### config.mk
export PLATFORM = sky130hd
export DESIGN_NAME = meter_time_counter
export DESIGN_NICKNAME = d
export VERILOG_FILES = /design/src/rtl/meter_time_counter.sv
export SDC_FILE = /design/constraint.sdc
export NUM_CORES = 1
export LEC_CHECK = 0
export CAP_MARGIN = 20
export CORE_MARGIN = 4
export CORE_UTILIZATION = 55
export DETAILED_ROUTE_END_ITERATION = 7
export PLACE_DENSITY = 0.94
export SLEW_MARGIN = 20
export SYNTH_ARGS = -nofsm -noshare
export SYNTH_HDL_FRONTEND = slang
export SYNTH_SLANG_ARGS = --single-unit
### constraint.sdc
create_clock -name clk -period 12.9 [get_ports clk]
set_input_delay 2.58 -clock clk [delete_from_list [all_inputs] [get_ports clk]]
set_output_delay 2.58 -clock clk [all_outputs]
set_load 0.02 [all_outputs]
### src/rtl/meter_time_counter.sv
// Parking-meter remaining-time register: credit add/load, per-second decrement
// saturating at 0 and MAX_TIME, with low-time/expired flags and display blink.
module meter_time_counter #(
    parameter int WIDTH      = 16,
    parameter int MAX_TIME   = 9999,
    parameter int LOW_THRESH = 200
) (
    input  logic             clk,
    input  logic             reset_n,
    input  logic             sec_tick,
    input  logic             half_tick,
    input  logic             clear,
    input  logic             load_valid,
    input  logic [WIDTH-1:0] load_value,
    input  logic             add_valid,
    input  logic [WIDTH-1:0] add_amount,
    output logic [WIDTH-1:0] count,
    output logic             below_thresh,
    output logic             expired,
    output logic             blink
);

    typedef enum logic [1:0] {
        ST_EXPIRED = 2'd0,
        ST_LOW     = 2'd1,
        ST_RUN     = 2'd2
    } state_t;

    localparam logic [WIDTH-1:0] MAX_T = WIDTH'(MAX_TIME);
    localparam logic [WIDTH-1:0] LOW_T = WIDTH'(LOW_THRESH);
    localparam logic [WIDTH-1:0] ONE_T = WIDTH'(1);

    // Sums carry one extra bit so an oversize add saturates instead of wrapping
    function automatic logic [WIDTH-1:0] f_clamp(input logic [WIDTH:0] v);
        if (v > {1'b0, MAX_T}) begin
            return MAX_T;
        end else begin
            return v[WIDTH-1:0];
        end
    endfunction

    state_t           r_state;
    state_t           w_next_state;
    logic [WIDTH-1:0] r_count;
    logic             r_below;
    logic             r_expired;
    logic             r_blink;
    logic [WIDTH:0]   w_sum;
    logic [WIDTH-1:0] w_add;
    logic [WIDTH-1:0] w_sat;
    logic [WIDTH-1:0] w_next;
    logic             w_blink;

    // Next count, next state and next blink, all derived from the next count
    always_comb begin
        w_add        = add_valid ? add_amount : {WIDTH{1'b0}};
        w_sum        = {1'b0, r_count} + {1'b0, w_add};
        w_sat        = f_clamp(w_sum);
        w_next       = w_sat;
        w_next_state = ST_EXPIRED;
        w_blink      = 1'b1;

        if (clear) begin
            w_next = {WIDTH{1'b0}};
        end else if (load_valid) begin
            w_next = f_clamp({1'b0, load_value});
        end else if (sec_tick && (w_sat != {WIDTH{1'b0}})) begin
            w_next = w_sat - ONE_T;
        end else begin
            w_next = w_sat;
        end

        if (w_next == {WIDTH{1'b0}}) begin
            w_next_state = ST_EXPIRED;
        end else if (w_next < LOW_T) begin
            w_next_state = ST_LOW;
        end else begin
            w_next_state = ST_RUN;
        end

        // A state change restarts the display in the "on" phase
        if (w_next_state != r_state) begin
            w_blink = 1'b1;
        end else begin
            case (r_state)
                ST_RUN:     w_blink = 1'b1;
                ST_LOW:     w_blink = sec_tick  ? ~r_blink : r_blink;
                ST_EXPIRED: w_blink = half_tick ? ~r_blink : r_blink;
                default:    w_blink = 1'b1;
            endcase
        end
    end

    // State, count, flags and blink registers
    always_ff @(posedge clk or negedge reset_n) begin
        if (!reset_n) begin
            r_state   <= ST_EXPIRED;
            r_count   <= {WIDTH{1'b0}};
            r_below   <= 1'b0;
            r_expired <= 1'b1;
            r_blink   <= 1'b1;
        end else begin
            r_state   <= w_next_state;
            r_count   <= w_next;
            r_below   <= (w_next_state == ST_LOW);
            r_expired <= (w_next_state == ST_EXPIRED);
            r_blink   <= w_blink;
        end
    end

    assign count        = r_count;
    assign below_thresh = r_below;
    assign expired      = r_expired;
    assign blink        = r_blink;

endmodule
==> flow_metrics.env, run 1 <==
export IMPL_netlist_area_um2=2530
export IMPL_holdCritPathClass="flop to flop"
export IMPL_fmax_mhz=112
export IMPL_htree_num_levels=1
export IMPL_dieArea_um2=5760
export IMPL_cts_setup_buffers=0
export IMPL_slowest_stage="clkdlybuf4s50_1"
export IMPL_path_clk_slew_ns=0.08
export IMPL_cts_hold_buf=0
export IMPL_viasPerCell=6.73
export IMPL_layout_common_cells="clkdlybuf4s50_1 (57), nor2_1 (43), nand2_1 (21)"
export IMPL_maxCapViolCount=0
export IMPL_area_delta_synth_final_pct=26.7
export IMPL_outcome="completed"
export IMPL_die_y_um=75.9
export IMPL_wl_per_cell_um=19.3
export IMPL_grt_usage_pct=29.5
export IMPL_seq_area_frac_synth_pct=19.9
export IMPL_drc_errors=0
export IMPL_hold_end="blink$_DFFE_PN1P_"
export IMPL_crit_path_max_fanout=16
export IMPL_nNetsFinal=432
export IMPL_endpoint_kind="flop"
export IMPL_path_common_cell="ha_1"
export IMPL_final_common_cell="clkdlybuf4s50_1"
export IMPL_totalPowerFinal_mw=0.296
export IMPL_worst_pin_slew_ns=0.949
export IMPL_core_area_um2=4410
export IMPL_hold_viol=0
export IMPL_synth_xor_area_share_pct=5.14
export IMPL_slew_headroom_pct=36.5
export IMPL_rsz0062_at_grt="no"
export IMPL_ir_drop_v=0.0000565
export IMPL_hold_ws_ns=0.458
export IMPL_synth_edf_count=0
export IMPL_place_gp_congestion=0.968
export IMPL_setup_viol=0
export IMPL_synthAdderAreaFrac_pct=9.68
export IMPL_ys_warn_count=0
export IMPL_fin_cells=425
export IMPL_crit_required_ns=13.09
export IMPL_synth_simple_gate_area_share_pct=28.8
export IMPL_cts_tree="done"
export IMPL_clockBufferDepth=2
export IMPL_dpl_cell_count=421
export IMPL_synth_area_per_cell_um2=7.92
export IMPL_drt_iter0_markers=203
export IMPL_postRouteAntennaNets=0
export IMPL_muxShareOfSynthArea_pct=1.78
export IMPL_synthFlopType="dfrtp_1"
export IMPL_clk_latency_ns=0.26
export IMPL_synth_distinct_cells=73
export IMPL_ys_ff_latch=20
export IMPL_synth_top_family_by_area="compound AO/OA/AOI/OAI gates"
export IMPL_layout_drive_gt1_share_pct=8.31
export IMPL_portBuffers=57
export IMPL_grt_max_degree=21
export IMPL_finalMaxSlewViolations=0
export IMPL_dieWidth_um=75.9
export IMPL_synth_compound_area_share_pct=31.9
export IMPL_timing_rr_start="count[0]$_DFF_PN0_"
export IMPL_overflow=0
export IMPL_power_density_nw_per_um2=92.3
export IMPL_setup_tns_final_ns=0
export IMPL_cts_resized=0
export IMPL_num_antenna_cells=0
export IMPL_syn_inst=320
export IMPL_dp_hpwl_um=6810
export IMPL_p_leak_nw=1.30
export IMPL_grt_pass1_wl_um=12900
export IMPL_max_stage_delay_ns=0.76
export IMPL_dr_pass1_iters=5
export IMPL_min_from="r_state[1]$_DFF_PN0_"
export IMPL_wl_um=8220
export IMPL_grt_pass1_vias=2746
export IMPL_period_share_pct=69.2
export IMPL_async_flop_share_pct=100
export IMPL_startpoint_type="input pin"
export IMPL_r2r_end="blink$_DFFE_PN1P_"
export IMPL_whs_path_depth=1
export IMPL_start_util_pct=57.4
export IMPL_ctsRootBufferMaster="clkbuf_8"
export IMPL_r2r_slack_ns=6.85
export IMPL_period_needed_ns=8.92
export IMPL_path_class="input pin to flop"
export IMPL_rows=24
export IMPL_rr_worst_depth=20
export IMPL_antenna_found_initial=0
export IMPL_final_util_pct=72.7
export IMPL_syn_nets=378
export IMPL_numCtsBuffers=3
export IMPL_via_count=2859
export IMPL_io_pins=58
export IMPL_finClkSkew_ns=0.00813
export IMPL_path_cells="clkdlybuf4s50_1 > and2_1 > ha_1 > inv_1 > fa_1 > nor2b_1 > o2111ai_1 > a21boi_1 > o211ai_1 > a21boi_4 > a32oi_1 > nor3_1 > ha_1 > nand2_1 > nor2_1 > o2111ai_4 > o31ai_1 > xnor2_1 > a211oi_1 > or4b_4 > or3_1 > a2111o_1"
export IMPL_cts_sinks=20
export IMPL_arrival_ns=9.12
==> power breakdown <==
| part | total (mW) | leakage (nW) | internal (mW) | switching (mW) |
|---|---|---|---|---|
| clock | 0.0633 | 0.0357 | 0.0414 | 0.0218 |
| combinational | 0.159 | 1.01 | 0.0652 | 0.0943 |
| sequential | 0.0733 | 0.249 | 0.0681 | 0.00518 |
==> layer usage <==
metal  vias up  wire length [um]  track usage (%)
met1      1336              3410             37.4
li1       1321                 -                -
met5         -                 0                0
met3        32               649             3.83
met2       170              3890             50.7
met4         0               276             11.5
==> state kept, by name, summed over array words and instances (netlist names) <==
signal and flops:
blink 1, r_state 1, count 16, below_thresh 1, expired 1
==> area by class of cell <==
| class | instances | area [um^2] |
|---|---|---|
| Clock buffer | 3 | 41.3 |
| Clock inverter | 1 | 30.0 |
| Fill cell | 364 | 1200 |
| Inverter | 11 | 41.3 |
| Multi-Input combinational cell | 281 | 1960 |
| Sequential cell | 20 | 503 |
| Tap cell | 52 | 65.1 |
| Timing Repair Buffer | 57 | 571 |
==> kinds of logic (layout without fill, tap and decap cells) <==
kind of cell / after synthesis / in the layout
simple gates: 140 / 140
compound gates: 104 / 104
xor+xnor: 14 / 14
mux: 4 / 4
flops: 20 / 20
buf+inv: 19 / 72
fa+ha+maj: 19 / 19
==> synthesized netlist by cell type (3+ instances only) <==
cell type | number | area (um^2)
inv_1 | 10 | 37.5
dfrtp_1 | 18 | 450
a21oi_1 | 19 | 95.1
xor2_1 | 4 | 35.0
nand3_1 | 7 | 35.0
o31ai_1 | 5 | 37.5
or2_2 | 6 | 37.5
nor2_1 | 43 | 161
and3_1 | 5 | 31.3
xnor2_1 | 9 | 78.8
o22ai_1 | 4 | 25.0
nor3_1 | 12 | 60.1
and2_1 | 18 | 113
a21o_1 | 5 | 37.5
nand4_1 | 3 | 18.8
mux2i_1 | 3 | 30.0
ha_1 | 18 | 225
a31oi_1 | 6 | 37.5
nand2_1 | 21 | 78.8
o211ai_1 | 8 | 60.1
o21a_1 | 5 | 37.5
o21ai_0 | 15 | 75.1
nor4_1 | 6 | 37.5
nor2b_1 | 3 | 18.8
clkbuf_1 | 7 | 26.3
or3_1 | 4 | 25.0
==> critical path: cells and delay by family <==
family / cells / cell delay (ns)
buffers and inverters: 2 / 0.82
AND/OR/NAND/NOR: 7 / 2.02
AO/OA/AOI/OAI: 9 / 2.60
XOR/XNOR: 1 / 0.19
adder cells (fa/ha/maj): 3 / 0.89
==> metrics by stage <==
stage	worst slack [ns]	area, um^2
6_report	3.98	3210
5_1_grt	3.63	3210
4_1_cts	4.12	3210
3_5_place_dp	3.87	3140
3_3_place_gp	4.13	3140
2_1_floorplan	5.23	2530
==> how the worst max path moves through the flow <==
stage	from	endpoint	cells past startpoint
after floorplan	add_valid	blink$_DFFE_PN1P_	22
after global placement	add_valid	blink$_DFFE_PN1P_	21
after detailed placement	add_valid	blink$_DFFE_PN1P_	22
after CTS	add_valid	blink$_DFFE_PN1P_	22
after global routing	add_valid	blink$_DFFE_PN1P_	22
final	add_valid	blink$_DFFE_PN1P_	22
No activity file was read; power rests on OpenSTA's default activity.
==> run 2: changes to the inputs <==
--- a/config.mk
+++ b/config.mk
@@ -7,9 +7,9 @@
 export LEC_CHECK = 0
 export CAP_MARGIN = 20
 export CORE_MARGIN = 4
-export CORE_UTILIZATION = 55
+export CORE_UTILIZATION = 52
 export DETAILED_ROUTE_END_ITERATION = 7
-export PLACE_DENSITY = 0.94
+export PLACE_DENSITY = 0.89
 export SLEW_MARGIN = 20
 export SYNTH_ARGS = -nofsm -noshare
 export SYNTH_HDL_FRONTEND = slang
==> constraint.sdc (replaced) <==
create_clock -name clk -period 8.7 [get_ports clk]
set_input_delay 1.74 -clock clk [delete_from_list [all_inputs] [get_ports clk]]
set_output_delay 1.74 -clock clk [all_outputs]
set_load 0.02 [all_outputs]
==> run 2 against run 1 <==
Global-route usage is 2.6 points lower. Clock power is 56% higher. Sequential power up 46%. First-iteration DRC count shrank 7.4%. Flip-flop and latch count unchanged. Critical endpoint unchanged. Highest routed layer unchanged.
==> flow_metrics.env, run 2 (synthesis gave the netlist of run 1 again) <==
export IMPL_outcome="completed"
export IMPL_antenna_found_initial=0
export IMPL_cts_hold_buf=0
export IMPL_critPathTopFamily="compound AO/OA/AOI/OAI gates"
export IMPL_p_int_mw=0.259
export IMPL_dieWidth_um=77.8
export IMPL_final_common_cell="clkdlybuf4s50_1"
export IMPL_largest_reg_flops=16
export IMPL_slew_headroom_pct=48.3
export IMPL_placed_area_um2=3160
export IMPL_htree_num_levels=1
export IMPL_p_leak_nw=1.30
export IMPL_fmax_mhz=125
export IMPL_nNetsFinal=433
export IMPL_grt_usage_pct=27.0
export IMPL_cp_num_buf_inv=2
export IMPL_clockBufferDepth=2
export IMPL_cts_setup_buffers=0
export IMPL_crit_required_ns=8.91
export IMPL_fin_cells=441
export IMPL_worst_pin_slew_ns=0.774
export IMPL_finClkSkew_ns=0.00701
export IMPL_grt_pass1_vias=2772
export IMPL_maxCapViolCount=0
export IMPL_clock_power_share_pct=22.3
export IMPL_via_count=2784
export IMPL_dieArea_um2=6050
export IMPL_slowest_stage="clkdlybuf4s50_1"
export IMPL_path_common_cell="ha_1"
export IMPL_period_needed_ns=7.99
export IMPL_ctsRootBufferMaster="clkbuf_8"
export IMPL_viasPerCell=6.31
export IMPL_hold_viol=0
export IMPL_power_density_nw_per_um2=137
export IMPL_setup_viol=0
export IMPL_core_area_um2=4720
export IMPL_cts_sinks=20
export IMPL_start_util_pct=53.6
export IMPL_rows=25
export IMPL_overflow=0
export IMPL_grt_pass1_wl_um=13100
export IMPL_grt_max_degree=21
export IMPL_cts_tree="done"
export IMPL_layout_common_cells="clkdlybuf4s50_1 (56), nor2_1 (43), nand2_1 (21)"
export IMPL_startpoint_type="input pin"
export IMPL_numCtsBuffers=3
export IMPL_ir_drop_v=0.0000792
export IMPL_pwr_share_seq_pct=24.1
export IMPL_postRouteAntennaNets=0
export IMPL_area_delta_synth_final_pct=27.5
export IMPL_finalMaxSlewViolations=0
export IMPL_dp_hpwl_um=6590
export IMPL_path_cells="clkdlybuf4s50_1 > and2_1 > ha_1 > inv_1 > fa_1 > nor2b_1 > o2111ai_1 > a21boi_1 > o211ai_1 > a21boi_4 > a32oi_1 > nor3_1 > ha_1 > nand2_1 > nor2_1 > o2111ai_4 > o31ai_1 > xnor2_1 > a211oi_1 > or4b_4 > or3_1 > a2111o_1"
export IMPL_period_share_pct=91.8
export IMPL_setup_tns_final_ns=0
export IMPL_drc_errors=0
export IMPL_finish_instance_area_um2=3230
export IMPL_p_sw_mw=0.183
export IMPL_crit_path_max_fanout=16
export IMPL_final_util_pct=68.4
export IMPL_max_stage_delay_ns=0.76
export IMPL_path_clk_slew_ns=0.09
export IMPL_totalPowerFinal_mw=0.443
export IMPL_clk_latency_ns=0.27
export IMPL_layout_drive_gt1_share_pct=8.82
export IMPL_portBuffers=57
export IMPL_place_ws_ns=0.513
export IMPL_endpoint_kind="flop"
export IMPL_arrival_ns=8.19
export IMPL_path_class="input pin to flop"
export IMPL_io_pins=58
export IMPL_place_gp_congestion=1.02
export IMPL_pwr_share_comb_pct=53.5
export IMPL_dpl_cell_count=437
export IMPL_die_y_um=77.8
export IMPL_hold_ws_ns=0.469
export IMPL_rsz0062_at_grt="no"
export IMPL_dr_pass1_iters=5
export IMPL_cts_resized=0
export IMPL_wl_per_cell_um=18.4
export IMPL_num_antenna_cells=0
export IMPL_swShare_pct=41.4
export IMPL_setup_ws_ns=0.713
export IMPL_drt_iter0_markers=188
export IMPL_wl_um=8120
export IMPL_holdCritPathClass="flop to flop"
==> run 2: cell count changes in the layout (fill, tap and decap cells not counted), sizes merged <==
cell,change
buf,+2
clkdlybuf4s50,-1
==> run 2: worst paths after layout <==
| kind | slack, ns | startpoint | endpoint | cells after the start |
|---|---|---|---|---|
| hold / removal | 0.47 | r_state[1]$_DFF_PN0_ | blink$_DFFE_PN1P_ | 1 |
| setup reg to reg | 2.74 | count[0]$_DFF_PN0_ | blink$_DFFE_PN1P_ | 20 |
| hold reg to reg | 0.47 | r_state[1]$_DFF_PN0_ | blink$_DFFE_PN1P_ | 1 |
| min in group asynchronous | 1.43 | reset_n | below_thresh$_DFF_PN0_ | 1 |
| max in group asynchronous | 6.91 | reset_n | count[13]$_DFF_PN0_ | 1 |
| setup / recovery | 0.71 | add_valid | blink$_DFFE_PN1P_ | 22 |
==> run 2: power groups by stage <==
stage	combinational (mW)	sequential (mW)	clock [mW]
5_1_grt	0.255	0.108	0.104
3_3_place_gp	0.230	0.108	0
4_1_cts	0.233	0.107	0.0988
2_1_floorplan	0.143	0.117	0
3_5_place_dp	0.231	0.109	0
6_report	0.237	0.107	0.0989
==> run 2: layout make-up <==
cell class              count  area, um^2
clock buffers               3        41.3
clock inverters             1        30.0
fillers                   398        1490
inverters                  11        41.3
multi-input cells         281        1960
flip-flops and latches     20         503
well taps                  67        83.8
repair buffers             58         573
==> run 2: per-layer routing <==
layer,share of wire (%),track usage (%),wire [um],up-vias
met3,7.5,2.67,613,17
met5,0,0,0,-
met1,43,36.1,3530,1295
met4,2.0,10.3,163,0
met2,47,44.6,3820,144
li1,-,-,-,1328
==> run 3: changes to the inputs <==
--- a/config.mk
+++ b/config.mk
@@ -6,7 +6,7 @@
 export NUM_CORES = 1
 export LEC_CHECK = 0
 export CAP_MARGIN = 20
-export CORE_MARGIN = 4
+export CORE_MARGIN = 2
 export CORE_UTILIZATION = 52
 export DETAILED_ROUTE_END_ITERATION = 7
 export PLACE_DENSITY = 0.89
==> run 3 against run 2 <==
Via count is 2.2% lower. Maximum frequency is 1.1% higher. Combinational power hardly changed. Worst setup slack better by 0.086 ns. Register-to-register slack better by 0.10 ns. Die area is 10% lower. Cell area is 0.23% lower. Wire length is 3.1% lower. Power is 0.55% lower.
==> flow_metrics.env, run 3 (synthesis gave the netlist of run 1 again) <==
export IMPL_final_util_pct=68.2
export IMPL_grt_max_degree=21
export IMPL_start_util_pct=53.6
export IMPL_dr_pass1_iters=4
export IMPL_grt_usage_pct=29.6
export IMPL_period_needed_ns=7.90
export IMPL_drc_errors=0
export IMPL_portBuffers=57
export IMPL_finClkSkew_ns=0.00676
export IMPL_layout_drive_gt1_share_pct=8.58
export IMPL_numCtsBuffers=3
export IMPL_p_int_mw=0.259
export IMPL_outcome="completed"
export IMPL_setup_tns_final_ns=0
export IMPL_pwr_share_comb_pct=53.1
export IMPL_worst_pin_slew_ns=0.646
export IMPL_wl_per_cell_um=17.9
export IMPL_arrival_ns=8.11
export IMPL_hold_viol=0
export IMPL_nNetsFinal=432
export IMPL_ir_drop_v=0.0000689
export IMPL_cts_tree="done"
export IMPL_cts_hold_buf=0
export IMPL_wl_um=7870
export IMPL_power_density_nw_per_um2=137
export IMPL_io_pins=58
export IMPL_clockBufferDepth=2
export IMPL_htree_num_levels=1
export IMPL_crit_required_ns=8.91
export IMPL_crit_path_max_fanout=16
export IMPL_largest_reg_flops=16
export IMPL_holdCritPathClass="flop to flop"
export IMPL_grt_pass1_wl_um=12300
export IMPL_cts_sinks=20
export IMPL_fin_cells=440
export IMPL_path_class="input pin to flop"
export IMPL_num_antenna_cells=0
export IMPL_swShare_pct=41.3
export IMPL_startpoint_type="input pin"
export IMPL_dpl_cell_count=436
export IMPL_grt_pass1_vias=2514
export IMPL_slew_headroom_pct=55.8
export IMPL_dieWidth_um=73.8
export IMPL_fillCellCount=401
export IMPL_dieArea_um2=5450
export IMPL_p_sw_mw=0.182
export IMPL_ctsRootBufferMaster="clkbuf_8"
export IMPL_overflow=0
export IMPL_die_y_um=73.8
export IMPL_path_clk_slew_ns=0.09
export IMPL_clock_power_share_pct=22.6
export IMPL_layout_common_cells="clkdlybuf4s50_1 (56), nor2_1 (43), nand2_1 (21)"
export IMPL_dp_hpwl_um=6390
export IMPL_area_delta_synth_final_pct=27.2
export IMPL_cts_setup_buffers=0
export IMPL_totalPowerFinal_mw=0.440
export IMPL_pwr_share_seq_pct=24.3
export IMPL_rsz0062_at_grt="no"
export IMPL_register_area_um2=503
export IMPL_cts_resized=0
export IMPL_drt_iter0_markers=170
export IMPL_p_leak_nw=1.30
export IMPL_finalMaxSlewViolations=0
export IMPL_setup_viol=0
export IMPL_via_count=2723
export IMPL_clk_latency_ns=0.28
export IMPL_postRouteAntennaNets=0
export IMPL_place_gp_congestion=0.947
export IMPL_final_common_cell="clkdlybuf4s50_1"
export IMPL_viasPerCell=6.19
export IMPL_maxCapViolCount=0
export IMPL_antenna_found_initial=0
export IMPL_rows=25
export IMPL_multi_input_area_um2=1960
export IMPL_endpoint_kind="flop"
export IMPL_period_share_pct=90.8
export IMPL_core_area_um2=4720
export IMPL_fmax_mhz=127
run 3: cell types whose count changed in the layout (fill, tap and decap cells not counted), sizes merged:
cell  before  now
buf        2    1
run 3: through the flow:
step | hold slack [ns] | worst slack [ns] | cell area [um^2]
2_1_floorplan | 0.423 | 1.87 | 2530
3_3_place_gp | 0.441 | 0.742 | 3160
3_5_place_dp | 0.441 | 0.568 | 3160
4_1_cts | 0.477 | 0.841 | 3230
5_1_grt | 0.489 | 0.315 | 3220
6_report | 0.479 | 0.799 | 3220
run 3: path summary, 6_finish.rpt:
| check | from | end | slack [ns] | cells after the start |
|---|---|---|---|---|
| min in group asynchronous | reset_n | below_thresh$_DFF_PN0_ | 1.42 | 1 |
| hold reg to reg | r_state[1]$_DFF_PN0_ | blink$_DFFE_PN1P_ | 0.48 | 1 |
| max in group asynchronous | reset_n | expired$_DFF_PN1_ | 6.92 | 1 |
| hold / removal | r_state[1]$_DFF_PN0_ | blink$_DFFE_PN1P_ | 0.48 | 1 |
| setup reg to reg | count[0]$_DFF_PN0_ | blink$_DFFE_PN1P_ | 2.84 | 20 |
| setup / recovery | add_valid | blink$_DFFE_PN1P_ | 0.80 | 22 |
run 3: metal layers:
metal,GRT usage (%),vias to the layer above,routed length [um]
met5,0,-,0
met4,10.7,0,216
met3,1.78,19,454
met2,48.4,131,3630
met1,41.0,1248,3570
li1,-,1325,-
run 3: area by class of cell:
cell class                      instances  area share, %
Multi-Input combinational cell        281           60.8
Timing Repair Buffer                   57           17.5
Sequential cell                        20           15.6
Tap cell                               67           2.60
Clock buffer                            3           1.28
Inverter                               11           1.28
Clock inverter                          1          0.932
run 3: worst max-delay path, cell delays in order:
cell and delay [ns]:
clkdlybuf4s50_1 0.74, and2_1 0.20, ha_1 0.19, inv_1 0.07, fa_1 0.42, nor2b_1 0.23
o2111ai_1 0.20, a21boi_1 0.30, o211ai_1 0.24, a21boi_4 0.27, a32oi_1 0.26, nor3_1 0.41
ha_1 0.28, nand2_1 0.08, nor2_1 0.21, o2111ai_4 0.27, o31ai_1 0.43, xnor2_1 0.17
a211oi_1 0.12, or4b_4 0.51, or3_1 0.33, a2111o_1 0.41
run 3: power by group through the flow:
| stage | Clock [mW] | Sequential [mW] | Combinational [mW] |
|---|---|---|---|
| after CTS | 0.0986 | 0.107 | 0.230 |
| after global routing | 0.101 | 0.108 | 0.253 |
| final | 0.0994 | 0.107 | 0.234 |
| after detailed placement | 0 | 0.109 | 0.229 |
| after floorplan | 0 | 0.117 | 0.143 |
| after global placement | 0 | 0.109 | 0.227 |
==> RTL change 1: new RTL, settings of run 2 <==
Encoding of `state_t`: now one-hot (3 bits for 3 states).
--- a/src/rtl/meter_time_counter.sv
+++ b/src/rtl/meter_time_counter.sv
@@ -20,10 +20,10 @@
     output logic             blink
 );
 
-    typedef enum logic [1:0] {
-        ST_EXPIRED = 2'd0,
-        ST_LOW     = 2'd1,
-        ST_RUN     = 2'd2
+    typedef enum logic [2:0] {
+        ST_EXPIRED = 3'b001,
+        ST_LOW     = 3'b010,
+        ST_RUN     = 3'b100
     } state_t;
 
     localparam logic [WIDTH-1:0] MAX_T = WIDTH'(MAX_TIME);
Function: same outputs for any inputs over 10 cycles, from zero or initial values and one cycle with reset_n low; not proved beyond that.
==> RTL change 1 against run 2 <==
- cell area fell by 1.5%
- worst setup slack gained 51 ps
- via count down 3.7%
- hold slack better by 8.1 ps
- wire length decreased by 13%
- sequential share of layout area grew 1.1 points
- sequential cell count increased by 1
- power fell by 19%
- area after synthesis fell by 0.40%
- global-route usage decreased by 3.2 points
- synthesized cell count shrank 1.6%
==> RTL change 1: results <==
<?xml version="1.0" encoding="UTF-8"?>
<metrics>
  <group name="place">
    <metric name="post_place_setup_slack" unit="ps">657</metric>
    <metric name="placed_area" unit="mm²">0.00314</metric>
    <metric name="dpl.cell_count" unit="">431</metric>
    <metric name="final_estimated_routing_congestion_in_global_placement" unit="">1.03</metric>
    <metric name="dpl.hpwl" unit="µm">5730</metric>
  </group>
  <group name="power">
    <metric name="leakagePower" unit="µW">0.00129</metric>
    <metric name="power.ir.vdd_worst" unit="mV">0.0705</metric>
  </group>
  <group name="setup_path">
    <metric name="r2r_slack" unit="ps">2440</metric>
    <metric name="cp_top_family" unit="">simple AND/OR/NAND/NOR gates</metric>
    <metric name="worst_path_largest_cell_delay" unit="ps">480</metric>
    <metric name="critical_path.max_fanout" unit="">8</metric>
    <metric name="critPathArrivalTime" unit="ps">8130</metric>
    <metric name="r2r_cells" unit="">23</metric>
  </group>
  <group name="yosys">
    <metric name="postSynthNetCount" unit="">373</metric>
    <metric name="synth.yosys.seq_area_share" unit="%">21.0</metric>
    <metric name="synthDistinctLibCells" unit="">65</metric>
  </group>
  <group name="sta">
    <metric name="fin_skew" unit="ps">1.85</metric>
    <metric name="worst-slew-pin-transition" unit="ps">884</metric>
    <metric name="fin_hold_ws" unit="ps">477</metric>
    <metric name="layout_worst_path_cycle_share" unit="%">91.2</metric>
  </group>
  <group name="final_layout">
    <metric name="final.fill_count" unit="">399</metric>
    <metric name="layout-drive-gt1-share" unit="%">5.98</metric>
    <metric name="layout.cells.non_filler" unit="">435</metric>
  </group>
  <group name="route">
    <metric name="detail_route.wl_per_cell" unit="µm">16.3</metric>
    <metric name="vias_per_cell" unit="">6.16</metric>
  </group>
  <group name="worst_hold_path">
    <metric name="hold_path.startpoint" unit="">r_state[2]$_DFF_PN0_</metric>
  </group>
  <group name="global_routing">
    <metric name="maximum_number_of_pins_on_one_net_before_global_route_repair" unit="">22</metric>
    <metric name="grt_pass1_vias" unit="">2481</metric>
    <metric name="groute.usage.overall" unit="%">23.8</metric>
    <metric name="grt_first_pass_wirelength" unit="µm">11700</metric>
  </group>
  <group name="run_status">
    <metric name="outcome" unit="">completed</metric>
  </group>
</metrics>
RTL change 1: changes by cell type in the layout (fill, tap and decap cells not counted), moves of 4 or more:
cell and delta:
sky130_fd_sc_hd__nor2_1 -17, sky130_fd_sc_hd__nand3b_1 +4, sky130_fd_sc_hd__o21ai_1 +4, sky130_fd_sc_hd__a31oi_1 -6, sky130_fd_sc_hd__o211ai_1 -5, sky130_fd_sc_hd__a211oi_1 +4
sky130_fd_sc_hd__nor3b_1 +5, sky130_fd_sc_hd__a21o_1 +5, sky130_fd_sc_hd__a21oi_1 +5, sky130_fd_sc_hd__o21ai_0 -4, sky130_fd_sc_hd__a211o_1 +4, sky130_fd_sc_hd__nand2_1 +4
RTL change 1: layout make-up:
type / instances / share of cell area, %
Timing Repair Buffer: 59 / 18.3
Sequential cell: 21 / 16.6
Clock buffer: 3 / 1.30
Tap cell: 67 / 2.64
Multi-Input combinational cell: 275 / 60.0
Inverter: 9 / 1.06
Clock inverter: 1 / 0.157
RTL change 1: report_power, final:
part	switching [µW]	internal (µW)
clock network	34.3	32.0
logic	107	77.6
registers	5.20	104
total	146	213
RTL change 1: layer usage:
metal / GRT usage, % / part of all wire, %
met2: 40.0 / 47
met4: 6.41 / 1.8
met5: 0 / 0
met3: 2.44 / 5.2
met1: 32.3 / 46
RTL change 1: worst register-to-register path, stage by stage (launching register included):
cell and delay (ps):
sky130_fd_sc_hd__dfrtp_1 390, sky130_fd_sc_hd__ha_1 240, sky130_fd_sc_hd__inv_1 80, sky130_fd_sc_hd__fa_1 390, sky130_fd_sc_hd__nand2b_1 210, sky130_fd_sc_hd__a211oi_4 360, sky130_fd_sc_hd__o31a_1 220, sky130_fd_sc_hd__o21ai_0 130
sky130_fd_sc_hd__a21oi_1 330, sky130_fd_sc_hd__a21oi_1 130, sky130_fd_sc_hd__buf_4 190, sky130_fd_sc_hd__nor3_1 280, sky130_fd_sc_hd__ha_1 260, sky130_fd_sc_hd__nand2_1 70, sky130_fd_sc_hd__or3b_1 350, sky130_fd_sc_hd__mux2i_1 200
sky130_fd_sc_hd__nand3_1 190, sky130_fd_sc_hd__or2_1 300, sky130_fd_sc_hd__o31ai_1 250, sky130_fd_sc_hd__o2111ai_1 180, sky130_fd_sc_hd__or3_1 340, sky130_fd_sc_hd__a31o_2 230, sky130_fd_sc_hd__or4_1 480, sky130_fd_sc_hd__a2111o_1 390
RTL change 1: kinds of logic after synthesis:
family                     synth area share (%)
AOI/OAI and AO/OA                          30.7
xor gates and xnor gates                   5.21
adders and majority gates                  9.72
buffers and inverters                      3.47
DFF                                        21.0
muxes                                     0.843
other                                     0.149
and+or+nand+nor                            28.9
==> RTL change 2: new RTL, config.mk and constraints of run 2 <==
Without the edit above. `WIDTH`: 16 -> 18.
--- a/src/rtl/meter_time_counter.sv
+++ b/src/rtl/meter_time_counter.sv
@@ -1,7 +1,7 @@
 // Parking-meter remaining-time register: credit add/load, per-second decrement
 // saturating at 0 and MAX_TIME, with low-time/expired flags and display blink.
 module meter_time_counter #(
-    parameter int WIDTH      = 16,
+    parameter int WIDTH      = 18,
     parameter int MAX_TIME   = 9999,
     parameter int LOW_THRESH = 200
 ) (
Ports: changed (resized add_amount, count and load_value); port bits go from 58 to 64. No check against the original RTL was run, so the function may have changed too.
==> RTL change 2 against run 2 <==
- wire length grew 4.6%
- maximum frequency grew 5.9%
- die area grew 9.3%
- utilization shrank 0.33 points
- sequential share of layout area grew 0.14 points
- global-route usage shrank 0.35 points
- cell area grew 9.0%
- critical path depth shrank 1
- sequential cell count grew 2
- worst setup slack gained 440 ps
- area after synthesis grew 10%
- power shrank 16%
- largest power group unchanged
==> RTL change 2: results <==
<?xml version="1.0" encoding="UTF-8"?>
<metrics>
  <group name="run_status">
    <metric name="outcome" unit="">completed</metric>
  </group>
  <group name="yosys">
    <metric name="synth_fa_ha_area_share" unit="%">9.66</metric>
    <metric name="yosys-top-cells-area" unit="">sky130_fd_sc_hd__dfrtp_1 (18%), sky130_fd_sc_hd__ha_1 (8.9%), sky130_fd_sc_hd__and2_1 (5.6%)</metric>
    <metric name="synth.yosys.seq_area_share" unit="%">19.8</metric>
    <metric name="yosys-top-cells-count" unit="">sky130_fd_sc_hd__and2_1 (25), sky130_fd_sc_hd__nor2_1 (25), sky130_fd_sc_hd__nand2_1 (23)</metric>
    <metric name="synthDistinctLibCells" unit="">69</metric>
    <metric name="synthXorXnorAreaFrac" unit="%">5.01</metric>
    <metric name="postSynthNetCount" unit="">424</metric>
    <metric name="compound_gate_fraction_of_synth_area" unit="%">30.6</metric>
  </group>
  <group name="final_layout">
    <metric name="nMultiInputCombCells" unit="">305</metric>
    <metric name="final.signal_inverter_count" unit="">18</metric>
    <metric name="num-clock-buffers" unit="">4</metric>
    <metric name="layout-drive-gt1-share" unit="%">6.05</metric>
    <metric name="final.fill_count" unit="">458</metric>
    <metric name="design.seq.count" unit="">22</metric>
    <metric name="buffer_area_share" unit="%">18.3</metric>
    <metric name="multi_input_area" unit="mm²">0.00211</metric>
    <metric name="sh_seq_area" unit="%">15.7</metric>
  </group>
  <group name="place">
    <metric name="dpl.hpwl" unit="µm">7000</metric>
    <metric name="post_place_setup_slack" unit="ps">901</metric>
  </group>
  <group name="global_routing">
    <metric name="groute.usage.overall" unit="%">26.6</metric>
    <metric name="grt_pass1_vias" unit="">2841</metric>
    <metric name="maximum_number_of_pins_on_one_net_before_global_route_repair" unit="">23</metric>
  </group>
  <group name="power">
    <metric name="internal_power" unit="µW">225</metric>
  </group>
  <group name="route">
    <metric name="vias_per_cell" unit="">6.26</metric>
    <metric name="dr.first_iter.drc_count" unit="">152</metric>
    <metric name="detail_route.wl_per_cell" unit="µm">17.6</metric>
  </group>
</metrics>
[RTL change 2: cell types whose count changed after synthesis, moves of 4 or more]
cell,run 2,this run
sky130_fd_sc_hd__o211ai_1,8,4
sky130_fd_sc_hd__o21ai_0,15,9
sky130_fd_sc_hd__clkbuf_1,7,11
sky130_fd_sc_hd__or4_1,0,7
sky130_fd_sc_hd__nor2_1,43,25
sky130_fd_sc_hd__o21ai_1,0,7
sky130_fd_sc_hd__xnor2_1,9,13
sky130_fd_sc_hd__a21o_1,5,11
sky130_fd_sc_hd__inv_1,10,18
sky130_fd_sc_hd__and2_1,18,25
sky130_fd_sc_hd__a211oi_1,2,8
sky130_fd_sc_hd__nor3_1,12,17
[RTL change 2: per-stage QoR]
step	instance area [µm²]	std cells
6_report	3520	483
5_1_grt	3520	483
4_1_cts	3510	482
3_5_place_dp	3450	478
3_3_place_gp	3450	478
2_1_floorplan	2800	360
[RTL change 2: critical path: stages]
cell	delay, ps
sky130_fd_sc_hd__clkdlybuf4s50_1	780
sky130_fd_sc_hd__and2_1	210
sky130_fd_sc_hd__ha_1	160
sky130_fd_sc_hd__inv_1	60
sky130_fd_sc_hd__fa_1	390
sky130_fd_sc_hd__nand2b_1	220
sky130_fd_sc_hd__a21o_1	200
sky130_fd_sc_hd__a2111oi_0	500
sky130_fd_sc_hd__o31a_1	260
sky130_fd_sc_hd__o21ai_1	200
sky130_fd_sc_hd__o21ai_1	500
sky130_fd_sc_hd__nand2_1	190
sky130_fd_sc_hd__nor2_1	170
sky130_fd_sc_hd__ha_1	200
sky130_fd_sc_hd__o2111ai_1	350
sky130_fd_sc_hd__nor2_2	310
sky130_fd_sc_hd__a21oi_1	130
sky130_fd_sc_hd__a41o_1	270
sky130_fd_sc_hd__or2_1	270
sky130_fd_sc_hd__or3_1	390
sky130_fd_sc_hd__and3_1	190
[RTL change 2: per-layer routing]
layer	GRT usage, %	share of wire, %	routed length (µm)
met1	37.3	44	3760
met2	44.1	48	4050
met3	2.22	6.6	557
met4	6.59	1.5	128
met5	0	0	0
[RTL change 2: power groups by stage]
stage               Clock, µW  Combinational (µW)  Sequential [µW]
global placement            0                 178              115
finish                   70.8                 186              113
CTS                      72.5                 182              113
detailed placement          0                 181              115
global route             78.2                 202              113
floorplan                   0                 111              120
[RTL change 2: worst paths after layout]
kind	from	to	slack, ps	cells past startpoint
min in group asynchronous	reset_n	r_state[1]$_DFF_PN0_	1740	1
min reg2reg	r_state[1]$_DFF_PN0_	blink$_DFFE_PN1P_	470	2
max reg2reg	count[8]$_DFF_PN0_	r_state[0]$_DFF_PN0_	3190	17
max in group asynchronous	reset_n	expired$_DFF_PN1_	6460	2
max	add_valid	r_state[0]$_DFF_PN0_	1160	21
min	r_state[1]$_DFF_PN0_	blink$_DFFE_PN1P_	470	2
